**config.mk**
```make
export PLATFORM = sky130hd
export DESIGN_NAME = dds_phase_accumulator
export DESIGN_NICKNAME = d
export VERILOG_FILES = /design/src/rtl/dds_pkg.sv /design/src/rtl/dds_fine_offset_counter.sv /design/src/rtl/dds_phase_accumulator.sv
export SDC_FILE = /design/constraint.sdc
export NUM_CORES = 1
export LEC_CHECK = 0
export BUFFER_PORTS_ARGS = -buffer_cell sky130_fd_sc_hd__buf_2
export CELL_PAD_IN_SITES_DETAIL_PLACEMENT = 1
export CELL_PAD_IN_SITES_GLOBAL_PLACEMENT = 2
export CORE_ASPECT_RATIO = 1.25
export CORE_MARGIN = 10
export CORE_UTILIZATION = 26
export CTS_BUF_LIST = sky130_fd_sc_hd__clkbuf_8
export DETAILED_ROUTE_END_ITERATION = 12
export PLACE_DENSITY_LB_ADDON = 0.2
export SYNTH_ARGS = -nofsm -noshare
export SYNTH_HDL_FRONTEND = slang
export SYNTH_SLANG_ARGS = --single-unit
```
**constraint.sdc**
```tcl
create_clock -name clock -period 4.2 [get_ports clock]
set_input_delay 1.05 -clock clock [delete_from_list [all_inputs] [get_ports clock]]
set_output_delay 1.05 -clock clock [all_outputs]
set_load 0.05 [all_outputs]
```
**src/rtl/dds_pkg.sv**
```systemverilog
// Shared types and constants for the DDS phase-generation path.
package dds_pkg;

    // Default accumulator / step width.
    localparam int DDS_ACC_W       = 32;
    // Number of entries in the coarse step table.
    localparam int DDS_TABLE_DEPTH = 16;

    // Coarse step table exchanged with the Avalon-MM register interface.
    typedef logic [DDS_ACC_W-1:0] step_table_t [DDS_TABLE_DEPTH];

    // Phase generator control states.
    typedef enum logic [1:0] {
        IDLE  = 2'd0,
        START = 2'd1,
        RUN   = 2'd2
    } dds_state_e;

endpackage

```
**src/rtl/dds_fine_offset_counter.sv**
```systemverilog
// Signed saturating fine-offset counter. It is cleared whenever the step
// selector or the adjust mode changes, and held at zero in coarse-only mode.
module dds_fine_offset_counter
    import dds_pkg::*;
#(
    parameter int FINE_W = 16
) (
    input  logic                     clock,
    input  logic                     reset,
    input  logic                     i_tipo_ajuste,
    input  logic [3:0]               i_step_sel,
    input  logic                     i_fine_up,
    input  logic                     i_fine_down,
    output logic signed [FINE_W-1:0] o_fine
);

    localparam logic signed [FINE_W-1:0] FINE_MAX = {1'b0, {(FINE_W-1){1'b1}}};
    localparam logic signed [FINE_W-1:0] FINE_MIN = {1'b1, {(FINE_W-1){1'b0}}};
    localparam logic signed [FINE_W-1:0] FINE_ONE = 1;

    logic signed [FINE_W-1:0] r_fine;
    logic [3:0]               r_step_sel_q;
    logic                     r_tipo_q;

    logic w_change;
    logic w_up;
    logic w_down;

    // A selector or mode change wins over any pulse arriving in the same cycle.
    assign w_change = (i_step_sel != r_step_sel_q) || (i_tipo_ajuste != r_tipo_q);
    // Opposing pulses in the same cycle cancel out.
    assign w_up     = i_fine_up & ~i_fine_down;
    assign w_down   = i_fine_down & ~i_fine_up;

    // Track selector/mode history and update the saturating offset.
    // NOTE: sequential state uses non-blocking assignments so every register
    // samples the pre-edge values, independent of statement order.
    always_ff @(posedge clock or posedge reset) begin
        if (reset) begin
            r_fine       <= '0;
            r_step_sel_q <= '0;
            r_tipo_q     <= 1'b0;
        end else begin
            r_step_sel_q <= i_step_sel;
            r_tipo_q     <= i_tipo_ajuste;
            if (!i_tipo_ajuste || w_change) begin
                r_fine <= '0;
            end else if (w_up && (r_fine != FINE_MAX)) begin
                r_fine <= r_fine + FINE_ONE;
            end else if (w_down && (r_fine != FINE_MIN)) begin
                r_fine <= r_fine - FINE_ONE;
            end
        end
    end

    assign o_fine = r_fine;

endmodule

```
**src/rtl/dds_phase_accumulator.sv**
```systemverilog
// DDS phase generator: forms a clamped effective step from the coarse table
// and the fine offset, and advances a phase accumulator on each sample tick.
module dds_phase_accumulator
    import dds_pkg::*;
#(
    parameter int ACC_W   = DDS_ACC_W,
    parameter int PHASE_W = 12,
    parameter int FINE_W  = 16
) (
    input  logic               clock,
    input  logic               reset,
    input  logic [ACC_W-1:0]   i_coarse_step_rom [DDS_TABLE_DEPTH],
    input  logic               i_enable,
    input  logic               i_tipo_ajuste,
    input  logic [3:0]         i_step_sel,
    input  logic               i_fine_up,
    input  logic               i_fine_down,
    input  logic               i_sample_tick,
    output logic [PHASE_W-1:0] o_phase,
    output logic               o_valid,
    output logic               o_wrap,
    output logic [ACC_W-1:0]   o_step,
    output logic               o_running
);

    dds_state_e         r_state;
    logic [ACC_W-1:0]   r_acc;
    logic [ACC_W-1:0]   r_step;
    logic [ACC_W-1:0]   r_coarse;
    logic               r_valid;
    logic               r_wrap;
    logic               r_running;

    logic signed [FINE_W-1:0] w_fine;
    logic [ACC_W+1:0]         w_fine_ext;
    logic [ACC_W+1:0]         w_sum;
    logic [ACC_W-1:0]         w_step_clamped;
    logic [ACC_W:0]           w_acc_next;

    dds_fine_offset_counter #(
        .FINE_W (FINE_W)
    ) u_fine_offset (
        .clock         (clock),
        .reset         (reset),
        .i_tipo_ajuste (i_tipo_ajuste),
        .i_step_sel    (i_step_sel),
        .i_fine_up     (i_fine_up),
        .i_fine_down   (i_fine_down),
        .o_fine        (w_fine)
    );

    // Register the selected coarse entry so table and selector changes line
    // up with the fine-offset clear one cycle later.
    always_ff @(posedge clock or posedge reset) begin
        if (reset) begin
            r_coarse <= '0;
        end else begin
            r_coarse <= i_coarse_step_rom[i_step_sel];
        end
    end

    // Coarse + signed fine at ACC_W+2 bits, clamped to the unsigned step range.
    // NOTE: every combinational output gets a value on every path so no latch
    // is inferred.
    always_comb begin
        w_fine_ext = {{(ACC_W+2-FINE_W){w_fine[FINE_W-1]}}, w_fine};
        w_sum      = {2'b00, r_coarse} + w_fine_ext;
        if (w_sum[ACC_W+1]) begin
            w_step_clamped = '0;
        end else if (w_sum[ACC_W]) begin
            w_step_clamped = '1;
        end else begin
            w_step_clamped = w_sum[ACC_W-1:0];
        end
    end

    // Carry-out of the accumulator add becomes the wrap flag.
    assign w_acc_next = {1'b0, r_acc} + {1'b0, r_step};

    // Control FSM with registered accumulator, step and status outputs.
    always_ff @(posedge clock or posedge reset) begin
        if (reset) begin
            r_state   <= IDLE;
            r_acc     <= '0;
            r_step    <= '0;
            r_valid   <= 1'b0;
            r_wrap    <= 1'b0;
            r_running <= 1'b0;
        end else begin
            r_valid <= 1'b0;
            r_wrap  <= 1'b0;
            case (r_state)
                IDLE: begin
                    r_acc     <= '0;
                    r_step    <= '0;
                    r_running <= 1'b0;
                    if (i_enable) begin
                        r_state <= START;
                    end
                end
                START: begin
                    r_acc     <= '0;
                    r_step    <= w_step_clamped;
                    r_running <= 1'b1;
                    r_state   <= RUN;
                end
                RUN: begin
                    if (!i_enable) begin
                        r_state   <= IDLE;
                        r_acc     <= '0;
                        r_step    <= '0;
                        r_running <= 1'b0;
                    end else begin
                        // The tick uses the step already in r_step; the new
                        // step only applies to later ticks.
                        r_step <= w_step_clamped;
                        if (i_sample_tick) begin
                            {r_wrap, r_acc} <= w_acc_next;
                            r_valid         <= 1'b1;
                        end
                    end
                end
                default: begin
                    r_state <= IDLE;
                end
            endcase
        end
    end

    assign o_phase   = r_acc[ACC_W-1 -: PHASE_W];
    assign o_valid   = r_valid;
    assign o_wrap    = r_wrap;
    assign o_step    = r_step;
    assign o_running = r_running;

endmodule

```
==> flow_metrics.env, run 1 <==
export IMPL_status="finished clean"
export IMPL_ff2ff_path_depth=10
export IMPL_hold_class="register to register"
export IMPL_hold_viol_final=0
export IMPL_reg2reg_slack_ps=510
export IMPL_grt_pass1_wl_mm=99.4
export IMPL_worstPathRequired_ps=4600
export IMPL_synth_top_cell_by_area="mux4_2"
export IMPL_cts_buffers=17
export IMPL_setup_tns_ps=0
export IMPL_p_seq_share_pct=27.7
export IMPL_grt_pass1_vias=13831
export IMPL_yosysUniqueCellTypes=81
export IMPL_synthArstFlopShare_pct=100
export IMPL_end_kind="register"
export IMPL_fin_crit_ps=3690
export IMPL_dr_pass1_iters=4
export IMPL_clkLatencyLatePin_ps=470
export IMPL_min_period_over_period_pct=87.9
export IMPL_start_util_pct=26.3
export IMPL_worstReg2RegEnd="o_step[25]"
export IMPL_wl_per_cell_um=28.9
export IMPL_endpoint="o_step[25]"
export IMPL_p_clk_share_pct=18.3
export IMPL_intPower_uw=3000
export IMPL_drc=0
export IMPL_ys_flop_type="dfrtp_1"
export IMPL_multi_input_comb_area_um2=9090
export IMPL_cp_max_fo=32
export IMPL_yosysWarnings=0
export IMPL_die_h_um=267
export IMPL_slowest_delay_ps=910
export IMPL_combPwrFrac_pct=54.0
export IMPL_gr_total_overflow=0
export IMPL_path_clk_slew_ps=90
export IMPL_synthCells=1193
export IMPL_switching_share_pct=47.1
export IMPL_r2r_start="u_fine_offset.o_fine[15]"
export IMPL_slew_violations=0
export IMPL_finalWorstSetupSlack_ps=506
export IMPL_core_area_um2=48400
export IMPL_drt_iter0_markers=703
export IMPL_worstPathCellList="buf_4 -> ha_1 -> a21oi_2 -> o21ai_1 -> a221oi_4 -> o31ai_2 -> a221o_1 -> nor3_4 -> nor2_1 -> o21ai_2"
export IMPL_hold_slack_ps=497
export IMPL_grt_start_max_net_pins=130
export IMPL_postCtsSetupRepairBufs=0
export IMPL_crit_start="u_fine_offset.o_fine[15]"
export IMPL_drive_gt1_share_pct=48.6
export IMPL_cts_root_buf="clkbuf_8"
export IMPL_post_cts_resized=0
export IMPL_grt_usage_pct=23.3
export IMPL_fill_cells=5680
export IMPL_clock_path_buffers=2
export IMPL_rsz0062_at_grt="false"
export IMPL_port_buffers=569
export IMPL_syn_cell_area_um2=12700
export IMPL_synth_edf_count=0
export IMPL_cts_htree_levels=4
export IMPL_num_rows=90
export IMPL_vias_per_cell=5.28
export IMPL_wirelength_mm=68.8
export IMPL_hpwl_mm=59.5
export IMPL_synth_area_top_cells="mux4_2 28%, dfrtp_1 24%, ha_1 8.2%"
export IMPL_die_area_um2=58300
export IMPL_gp_congestion=0.960
export IMPL_tightest_slew_ps=1190
export IMPL_netlist_area_leader_share_pct=28.3
export IMPL_routed_via_count=12538
export IMPL_p_switching_uw=2670
export IMPL_max_freq_mhz=271
export IMPL_drt_antenna_violating_nets=0
export IMPL_cpMaxStageDelayCell="nor3_4"
export IMPL_seq_area_um2=3050
export IMPL_ys_ff_latch=122
export IMPL_skew_ps=19.7
export IMPL_cts_sinks=122
export IMPL_syn_num_nets=1802
export IMPL_ir_drop_v=0.000191
export IMPL_layout_nets=2323
export IMPL_die_width_um=218
export IMPL_crit_arrival_ps=4100
export IMPL_antenna_found_initial=39
export IMPL_area_delta_synth_final_pct=29.8
export IMPL_dp_slack_ps=317
export IMPL_maxCapViolCount=0
export IMPL_setup_viol=0
export IMPL_syn_avg_cell_area_um2=10.7
export IMPL_hold_buffers=0
export IMPL_crit_type="register to register"
export IMPL_critPathLaunchType="register"
export IMPL_io_pins=570
export IMPL_leakage_uw=0.00789
export IMPL_slew_headroom_pct=20.7
export IMPL_yosysSeqAreaShare_pct=24.0
export IMPL_p_per_area_nw_per_um2=343
export IMPL_cts_tree="built"
[area by class of cell]
cell class                      count  area share, %
Clock buffer                       19           1.58
Sequential cell                   122           18.5
Timing Repair Buffer              590           18.7
Tap cell                          644           4.87
Antenna cell                        6         0.0908
Clock inverter                     12          0.620
Inverter                           33          0.772
Multi-Input combinational cell    950           55.0
[cell families after synthesis]
logic type	Yosys count	share of synthesized area (%)
simple gates	312	11.6
compound gates	315	17.3
flops	122	24.0
mux	169	29.0
xor+xnor	68	4.67
buf+inv	121	4.85
fa+ha+maj	86	8.62
[power groups by stage]
stage | combinational [µW] | clock [µW] | sequential (µW)
finish | 3060 | 1040 | 1570
global route | 3350 | 1120 | 1590
CTS | 3100 | 1070 | 1570
detailed placement | 3090 | 0 | 1600
global placement | 3040 | 0 | 1590
floorplan | 1820 | 0 | 1870
[metal layers]
| layer | routed length, µm | vias to the layer above | global-route usage [%] |
|---|---|---|---|
| met4 | 840 | 18 | 3.61 |
| met1 | 29400 | 6341 | 29.2 |
| met3 | 3550 | 78 | 5.11 |
| li1 | - | 5685 | - |
| met2 | 34900 | 416 | 40.5 |
| met5 | 127 | - | 0 |
[through the flow]
step / instances / total power [µW] / instance area [µm²] / utilization (%)
floorplan: 1193 / 3690 / 12700 / -
global placement: 2339 / 4640 / 16200 / 33.4
detailed placement: 2339 / 4690 / 16200 / 33.4
CTS: 2370 / 5750 / 16500 / 34.1
global route: 2373 / 6070 / 16500 / 34.1
finish: 2376 / 5670 / 16500 / 34.2
[cell usage in the layout (no fill, tap or decap), types with 25 or more instances in the layout]
cell type	count
a21o_1	38
inv_1	32
nor2_1	74
xor2_1	25
o21ai_0	63
mux4_2	160
xnor2_1	43
o21ai_2	27
a21oi_1	64
buf_2	567
nand2_1	117
dfrtp_1	122
ha_1	83
[Yosys cell counts (10+ instances only)]
cell	number
nor2_1	74
a21o_1	38
buf_2	17
nor3_1	17
o21bai_1	10
clkbuf_1	48
a31oi_1	13
xor2_1	25
nand4_1	13
ha_1	83
a21oi_1	64
nand2b_1	10
xnor2_1	43
o21ai_1	11
buf_4	15
nand3_1	21
dfrtp_1	122
mux4_2	160
nand2_1	117
a211oi_1	19
o21ai_0	63
and3_1	10
inv_1	31
o21ai_2	27
[state kept, by name, summed over array words and instances, names as in the netlist]
signal	count
o_valid	1
r_acc	32
o_running	1
u_fine_offset.r_tipo_q	1
u_fine_offset.o_fine	16
o_wrap	1
o_step	32
u_fine_offset.r_step_sel_q	4
r_state	2
r_coarse	32
[worst max-delay path, delay by kind of cell, from the launching register on]
family,cells,cell delay [ps]
AO/OA/AOI/OAI,6,1400
adder cells (fa/ha/maj),1,420
buffers and inverters,1,320
flip-flops,1,360
AND/OR/NAND/NOR,2,1110
[worst min path at each step]
| stage | from | to | slack (ps) | depth (start not counted) |
|---|---|---|---|---|
| floorplan | r_acc[10] | r_acc[10] | 450 | 2 |
| global placement | r_acc[2] | r_acc[2] | 470 | 2 |
| detailed placement | r_acc[2] | r_acc[2] | 480 | 2 |
| CTS | r_acc[2] | r_acc[2] | 500 | 2 |
| global route | r_acc[0] | r_acc[0] | 520 | 1 |
| finish | r_acc[9] | r_acc[9] | 500 | 2 |
Power figures use the tool's default switching activity.
==> run 2: changes to the inputs <==
Clock period 4.2 ns to 3.3 ns, I/O delays scaled along.
==> run 2 against run 1 <==
Effect of this change: worst hold slack worse by 140 ps; clock skew down 1.1 ps; worst setup slack worse by 360 ps; combinational power up 40%; largest power group unchanged; critical path type unchanged; register-to-register slack worse by 360 ps; maximum frequency up 17%.
==> flow_metrics.env, run 2 (synthesis results as in run 1) <==
export IMPL_area_delta_synth_final_pct=36.5
export IMPL_drc=0
export IMPL_io_pins=570
export IMPL_ir_drop_v=0.000279
export IMPL_hold_buffers=0
export IMPL_final_cell_mix="567 x buf_2, 160 x mux4_2, 117 x nand2_1, 116 x dfrtp_1, 96 x buf_4"
export IMPL_grt_usage_pct=23.7
export IMPL_vias_per_cell=5.22
export IMPL_cts_tree="built"
export IMPL_r2r_start="u_fine_offset.o_fine[15]"
export IMPL_place_inst=2416
export IMPL_hold_slack_ps=356
export IMPL_worstReg2RegEnd="u_fine_offset.o_fine[14]"
export IMPL_cp_max_fo=5
export IMPL_finalWorstSetupSlack_ps=149
export IMPL_tightest_slew_ps=726
export IMPL_hold_viol_final=0
export IMPL_crit_type="register to register"
export IMPL_clock_path_buffers=2
export IMPL_antenna_found_initial=39
export IMPL_gp_congestion=0.967
export IMPL_reg2reg_slack_ps=150
export IMPL_cts_htree_levels=4
export IMPL_grt_pass1_wl_mm=101
export IMPL_core_area_um2=48400
export IMPL_total_power_uw=7680
export IMPL_dp_slack_ps=-152
export IMPL_slew_headroom_pct=51.6
export IMPL_die_h_um=267
export IMPL_crit_arrival_ps=3520
export IMPL_status="finished clean"
export IMPL_layout_commonest_cell="buf_2"
export IMPL_num_rows=90
export IMPL_routed_via_count=12864
export IMPL_path_clk_slew_ps=80
export IMPL_layout_nets=2410
export IMPL_setup_viol=0
export IMPL_setup_tns_ps=0
export IMPL_min_period_over_period_pct=95.5
export IMPL_die_width_um=218
export IMPL_dr_pass1_iters=4
export IMPL_drive_gt1_share_pct=52.3
export IMPL_p_per_area_nw_per_um2=441
export IMPL_critPathLaunchType="register"
export IMPL_port_buffers=569
export IMPL_grt_start_max_net_pins=83
export IMPL_hpwl_mm=61.5
export IMPL_wirelength_mm=70.6
export IMPL_cpMaxStageDelayCell="dfrtp_2"
export IMPL_drt_antenna_violating_nets=0
export IMPL_finalNonFillerCells=2465
export IMPL_drt_iter0_markers=744
export IMPL_end_kind="register"
export IMPL_fin_crit_ps=3150
export IMPL_die_area_um2=58300
export IMPL_slew_violations=0
export IMPL_wl_per_cell_um=28.7
export IMPL_maxCapViolCount=0
export IMPL_worstPathRequired_ps=3670
export IMPL_skew_ps=18.5
export IMPL_cts_buffers=17
export IMPL_max_freq_mhz=317
export IMPL_worstPathCellList="nand4b_1 -> nor4_4 -> nor3b_2 -> inv_2 -> buf_6 -> ha_1 -> a21o_1 -> a21oi_2 -> nor2b_1 -> a31oi_1 -> nand3_1 -> a41oi_2 -> nor4_1 -> a211o_1"
export IMPL_start_util_pct=26.3
export IMPL_clkLatencyLatePin_ps=480
export IMPL_leakage_uw=0.00835
export IMPL_gr_total_overflow=0
export IMPL_cts_sinks=122
export IMPL_ff2ff_path_depth=14
export IMPL_cts_root_buf="clkbuf_8"
export IMPL_grt_pass1_vias=14297
export IMPL_slowest_delay_ps=410
export IMPL_hold_class="input port to asynchronous set/reset pin"
[run 2: worst max-delay path: cells and delay by family (launching register included)]
family                   cells  cell delay (ps)
AO/OA/AOI/OAI                5             1090
adder cells (fa/ha/maj)      1              240
buffers and inverters        2              220
flip-flops                   1              410
AND/OR/NAND/NOR              6             1080
[run 2: layout make-up]
| type | instances | area, µm² |
|---|---|---|
| inverters | 33 | 128 |
| well taps | 644 | 806 |
| flip-flops and latches | 122 | 3060 |
| clock inverters | 11 | 121 |
| diodes | 8 | 20.0 |
| fillers | 5694 | 31000 |
| repair buffers | 676 | 3800 |
| multi-input cells | 951 | 9180 |
| clock buffers | 20 | 275 |
[run 2: worst max path at each step]
stage	startpoint	end	slack [ps]	cells after the start
6_report	u_fine_offset.o_fine[15]	u_fine_offset.o_fine[14]	150	14
5_1_grt	u_fine_offset.o_fine[15]	u_fine_offset.o_fine[14]	-30	14
4_1_cts	u_fine_offset.o_fine[4]	u_fine_offset.o_fine[8]	0.3	13
3_5_place_dp	u_fine_offset.o_fine[15]	u_fine_offset.o_fine[8]	-150	13
3_3_place_gp	u_fine_offset.o_fine[15]	o_step[26]	-120	11
2_1_floorplan	u_fine_offset.o_fine[15]	u_fine_offset.o_fine[15]	9	14
[run 2: what timing repair did]
item,in CTS,in global routing
setup endpoints to repair,35,38
hold endpoints to repair,0,0
setup buffers,0,9
cloned,1,0
resized for setup,4,24
pin swaps,3,13
[run 2: where the power goes]
group	internal [µW]	switching [µW]	total, µW
logic	1740	2530	4280
clock network	723	679	1400
registers	1720	273	2000
total	4190	3490	7680
[run 2: layer usage]
| layer | wire [µm] | part of all wire, % | up-vias | global-route usage (%) |
|---|---|---|---|---|
| met4 | 892 | 1.3 | 16 | 4.27 |
| met2 | 36400 | 51 | 405 | 42.2 |
| met5 | 137 | 0.19 | - | 0 |
| li1 | - | - | 5854 | - |
| met3 | 3780 | 5.4 | 65 | 5.09 |
| met1 | 29500 | 42 | 6524 | 29.0 |
[run 2: through the flow]
| step | util [%] | cell area, µm² |
|---|---|---|
| floorplan | - | 12800 |
| global placement | 34.6 | 16800 |
| detailed placement | 34.6 | 16800 |
| CTS | 35.5 | 17200 |
| global route | 35.9 | 17400 |
| finish | 35.9 | 17400 |
==> run 3: changes to the inputs <==
Settings changed: ABC_AREA set to 1, CORE_UTILIZATION 26 to 23.
==> run 3 against run 2 <==
Effect of this change: synthesized cell count rose by 90%; die area rose by 27%; core utilization fell by 6.2 points; final area rose by 7.6%; sequential cell count did not move; worst setup slack improved by 210 ps; first-iteration DRC count rose by 15%; sequential share of layout area fell by 1.3 points; total power fell by 15%; global-route usage fell by 0.71 points; non-clock buffer count fell by 69; via count rose by 36%; critical endpoint is now u_fine_offset.o_fine[10]; largest power group unchanged; highest routed layer unchanged.
==> flow_metrics.env, run 3 <==
export IMPL_ir_drop_v=0.000262
export IMPL_place_inst=3589
export IMPL_drc=0
export IMPL_total_power_uw=6560
export IMPL_synth_most_common_cell="nand2_1"
export IMPL_grt_start_max_net_pins=129
export IMPL_netlist_area_leader_share_pct=20.9
export IMPL_syn_avg_cell_area_um2=6.45
export IMPL_grt_pass1_wl_mm=127
export IMPL_intPower_uw=3260
export IMPL_crit_top_cell="o21ai_0"
export IMPL_p_clk_share_pct=19.8
export IMPL_slew_violations=0
export IMPL_yosysWarnings=0
export IMPL_switching_share_pct=50.4
export IMPL_path_clk_slew_ps=80
export IMPL_drive_gt1_share_pct=24.9
export IMPL_yosysSeqAreaShare_pct=20.9
export IMPL_layout_commonest_cell="buf_2"
export IMPL_p_switching_uw=3300
export IMPL_port_buffers=569
export IMPL_synth_top_cell_by_area="dfrtp_1"
export IMPL_seq_area_um2=3050
export IMPL_wirelength_mm=87.6
export IMPL_max_freq_mhz=340
export IMPL_critPathLaunchType="register"
export IMPL_combPwrFrac_pct=49.6
export IMPL_crit_type="register to register"
export IMPL_syn_num_nets=2870
export IMPL_die_width_um=245
export IMPL_fill_cells=8199
export IMPL_clock_path_buffers=2
export IMPL_yosysUniqueCellTypes=47
export IMPL_tightest_slew_ps=712
export IMPL_cpMaxStageDelayCell="dfrtp_1"
export IMPL_cp_max_fo=10
export IMPL_drt_iter0_markers=857
export IMPL_die_area_um2=73900
export IMPL_maxCapViolCount=0
export IMPL_rsz0062_at_grt="false"
export IMPL_worstPathCellList="inv_1 -> nor3_1 -> nand3_1 -> nand2_2 -> buf_4 -> ha_1 -> a21oi_1 -> o21ai_0 -> a21oi_1 -> o21ai_0 -> nand2_1 -> nand2_1 -> o21ai_0"
export IMPL_antenna_found_initial=40
export IMPL_layout_nets=3377
export IMPL_synth_area_top_cells="dfrtp_1 21%, nand2_1 13%, mux2i_1 8.8%"
export IMPL_grt_usage_pct=23.0
export IMPL_drt_antenna_violating_nets=0
export IMPL_cts_sinks=122
export IMPL_hold_viol_final=0
export IMPL_grt_pass1_vias=19102
export IMPL_wl_per_cell_um=24.1
export IMPL_crit_arrival_ps=3360
export IMPL_num_rows=103
export IMPL_multi_input_comb_area_um2=9730
export IMPL_gp_congestion=0.914
export IMPL_synthTopCellsByCount="521 x nand2_1, 308 x inv_1, 232 x o21ai_0, 214 x a21oi_1, 129 x nor2_1"
export IMPL_leakage_uw=0.0103
export IMPL_syn_cell_area_um2=14600
export IMPL_clkLatencyLatePin_ps=510
export IMPL_setup_viol=0
export IMPL_synthCells=2261
export IMPL_cts_tree="built"
export IMPL_finalNonFillerCells=3634
export IMPL_setup_tns_ps=0
export IMPL_final_cell_mix="567 x buf_2, 520 x nand2_1, 307 x inv_1, 232 x o21ai_0, 213 x a21oi_1"
export IMPL_slew_headroom_pct=52.5
export IMPL_synthArstFlopShare_pct=100
export IMPL_start_util_pct=23.1
export IMPL_p_seq_share_pct=30.7
export IMPL_ys_flop_type="dfrtp_1"
export IMPL_cp_top_family="compound AO/OA/AOI/OAI gates"
export IMPL_dr_pass1_iters=8
export IMPL_fin_crit_ps=2940
export IMPL_cts_root_buf="clkbuf_8"
export IMPL_area_delta_synth_final_pct=28.4
export IMPL_cts_buffers=17
export IMPL_vias_per_cell=4.83
export IMPL_hold_class="input port to register"
export IMPL_io_pins=570
export IMPL_path_buf_inv=2
export IMPL_p_per_area_nw_per_um2=351
export IMPL_slowest_delay_ps=490
export IMPL_cts_htree_levels=4
export IMPL_core_area_um2=63000
export IMPL_skew_ps=21.1
export IMPL_hpwl_mm=75.4
export IMPL_end_kind="register"
export IMPL_worstPathRequired_ps=3720
export IMPL_min_period_over_period_pct=89.0
export IMPL_gr_total_overflow=0
export IMPL_die_h_um=301
export IMPL_synth_edf_count=0
export IMPL_routed_via_count=17555
export IMPL_status="finished clean"
export IMPL_ys_ff_latch=122
run 3: logic make-up (layout without fill, tap and decap cells):
family	count (synthesis)	count (layout)	synth area share, %
multiplexers	128	128	8.79
flip-flops	122	122	20.9
XOR/XNOR	23	23	1.38
other	0	13	0
AO/OA/AOI/OAI	620	620	24.2
buffers and inverters	436	956	12.4
AND/OR/NAND/NOR	846	846	24.8
adder cells (fa/ha/maj)	86	86	7.54
run 3: layer usage:
metal	global-route usage, %	vias to the layer above	share of wire (%)
met5	0	-	0.18
met4	4.96	22	1.6
met3	4.73	104	4.4
met2	45.4	416	56
met1	24.3	8405	38
li1	-	8608	-
run 3: final timing paths:
path / from / endpoint / slack, ps / depth (start not counted)
max in group asynchronous: reset / r_acc[20] / 2260 / 3
worst min register to register: r_acc[3] / r_acc[3] / 500 / 2
min in group asynchronous: reset / o_step[31] / 520 / 3
worst min-delay path: i_tipo_ajuste / u_fine_offset.r_tipo_q / 450 / 1
worst max register to register: u_fine_offset.o_fine[0] / u_fine_offset.o_fine[10] / 360 / 13
worst max-delay path: u_fine_offset.o_fine[0] / u_fine_offset.o_fine[10] / 360 / 13
run 3: area by class of cell:
cell class              instances  area share, %
clock inverters                15          0.635
flip-flops and latches        122           16.3
inverters                     317           6.39
repair buffers                607           17.6
clock buffers                  17           1.25
well taps                     840           5.62
multi-input cells            1703           52.0
diodes                         13          0.174
run 3: power by group through the flow:
stage / Clock (µW) / Combinational (µW) / Sequential [µW]
after detailed placement: 0 / 3300 / 2060
final: 1300 / 3250 / 2010
after CTS: 1360 / 3310 / 2030
after floorplan: 0 / 1580 / 2390
after global routing: 1420 / 3590 / 2050
after global placement: 0 / 3240 / 2060
run 3: per-stage QoR:
stage | area (µm²) | utilization, % | hold slack, ps | setup WS (ps)
final | 18700 | 29.7 | 452 | 363
after global routing | 18700 | 29.7 | 433 | 114
after CTS | 18700 | 29.6 | 412 | 252
after detailed placement | 18300 | 29.1 | 473 | 125
after global placement | 18300 | 29.1 | 470 | 219
after floorplan | 14600 | - | 453 | 555
run 3: what timing repair did:
item,CTS,global route
setup endpoints to repair,0,1
hold buffers,0,0
endpoints found under the hold margin,0,0
buffers inserted,0,0
resized for setup,0,1
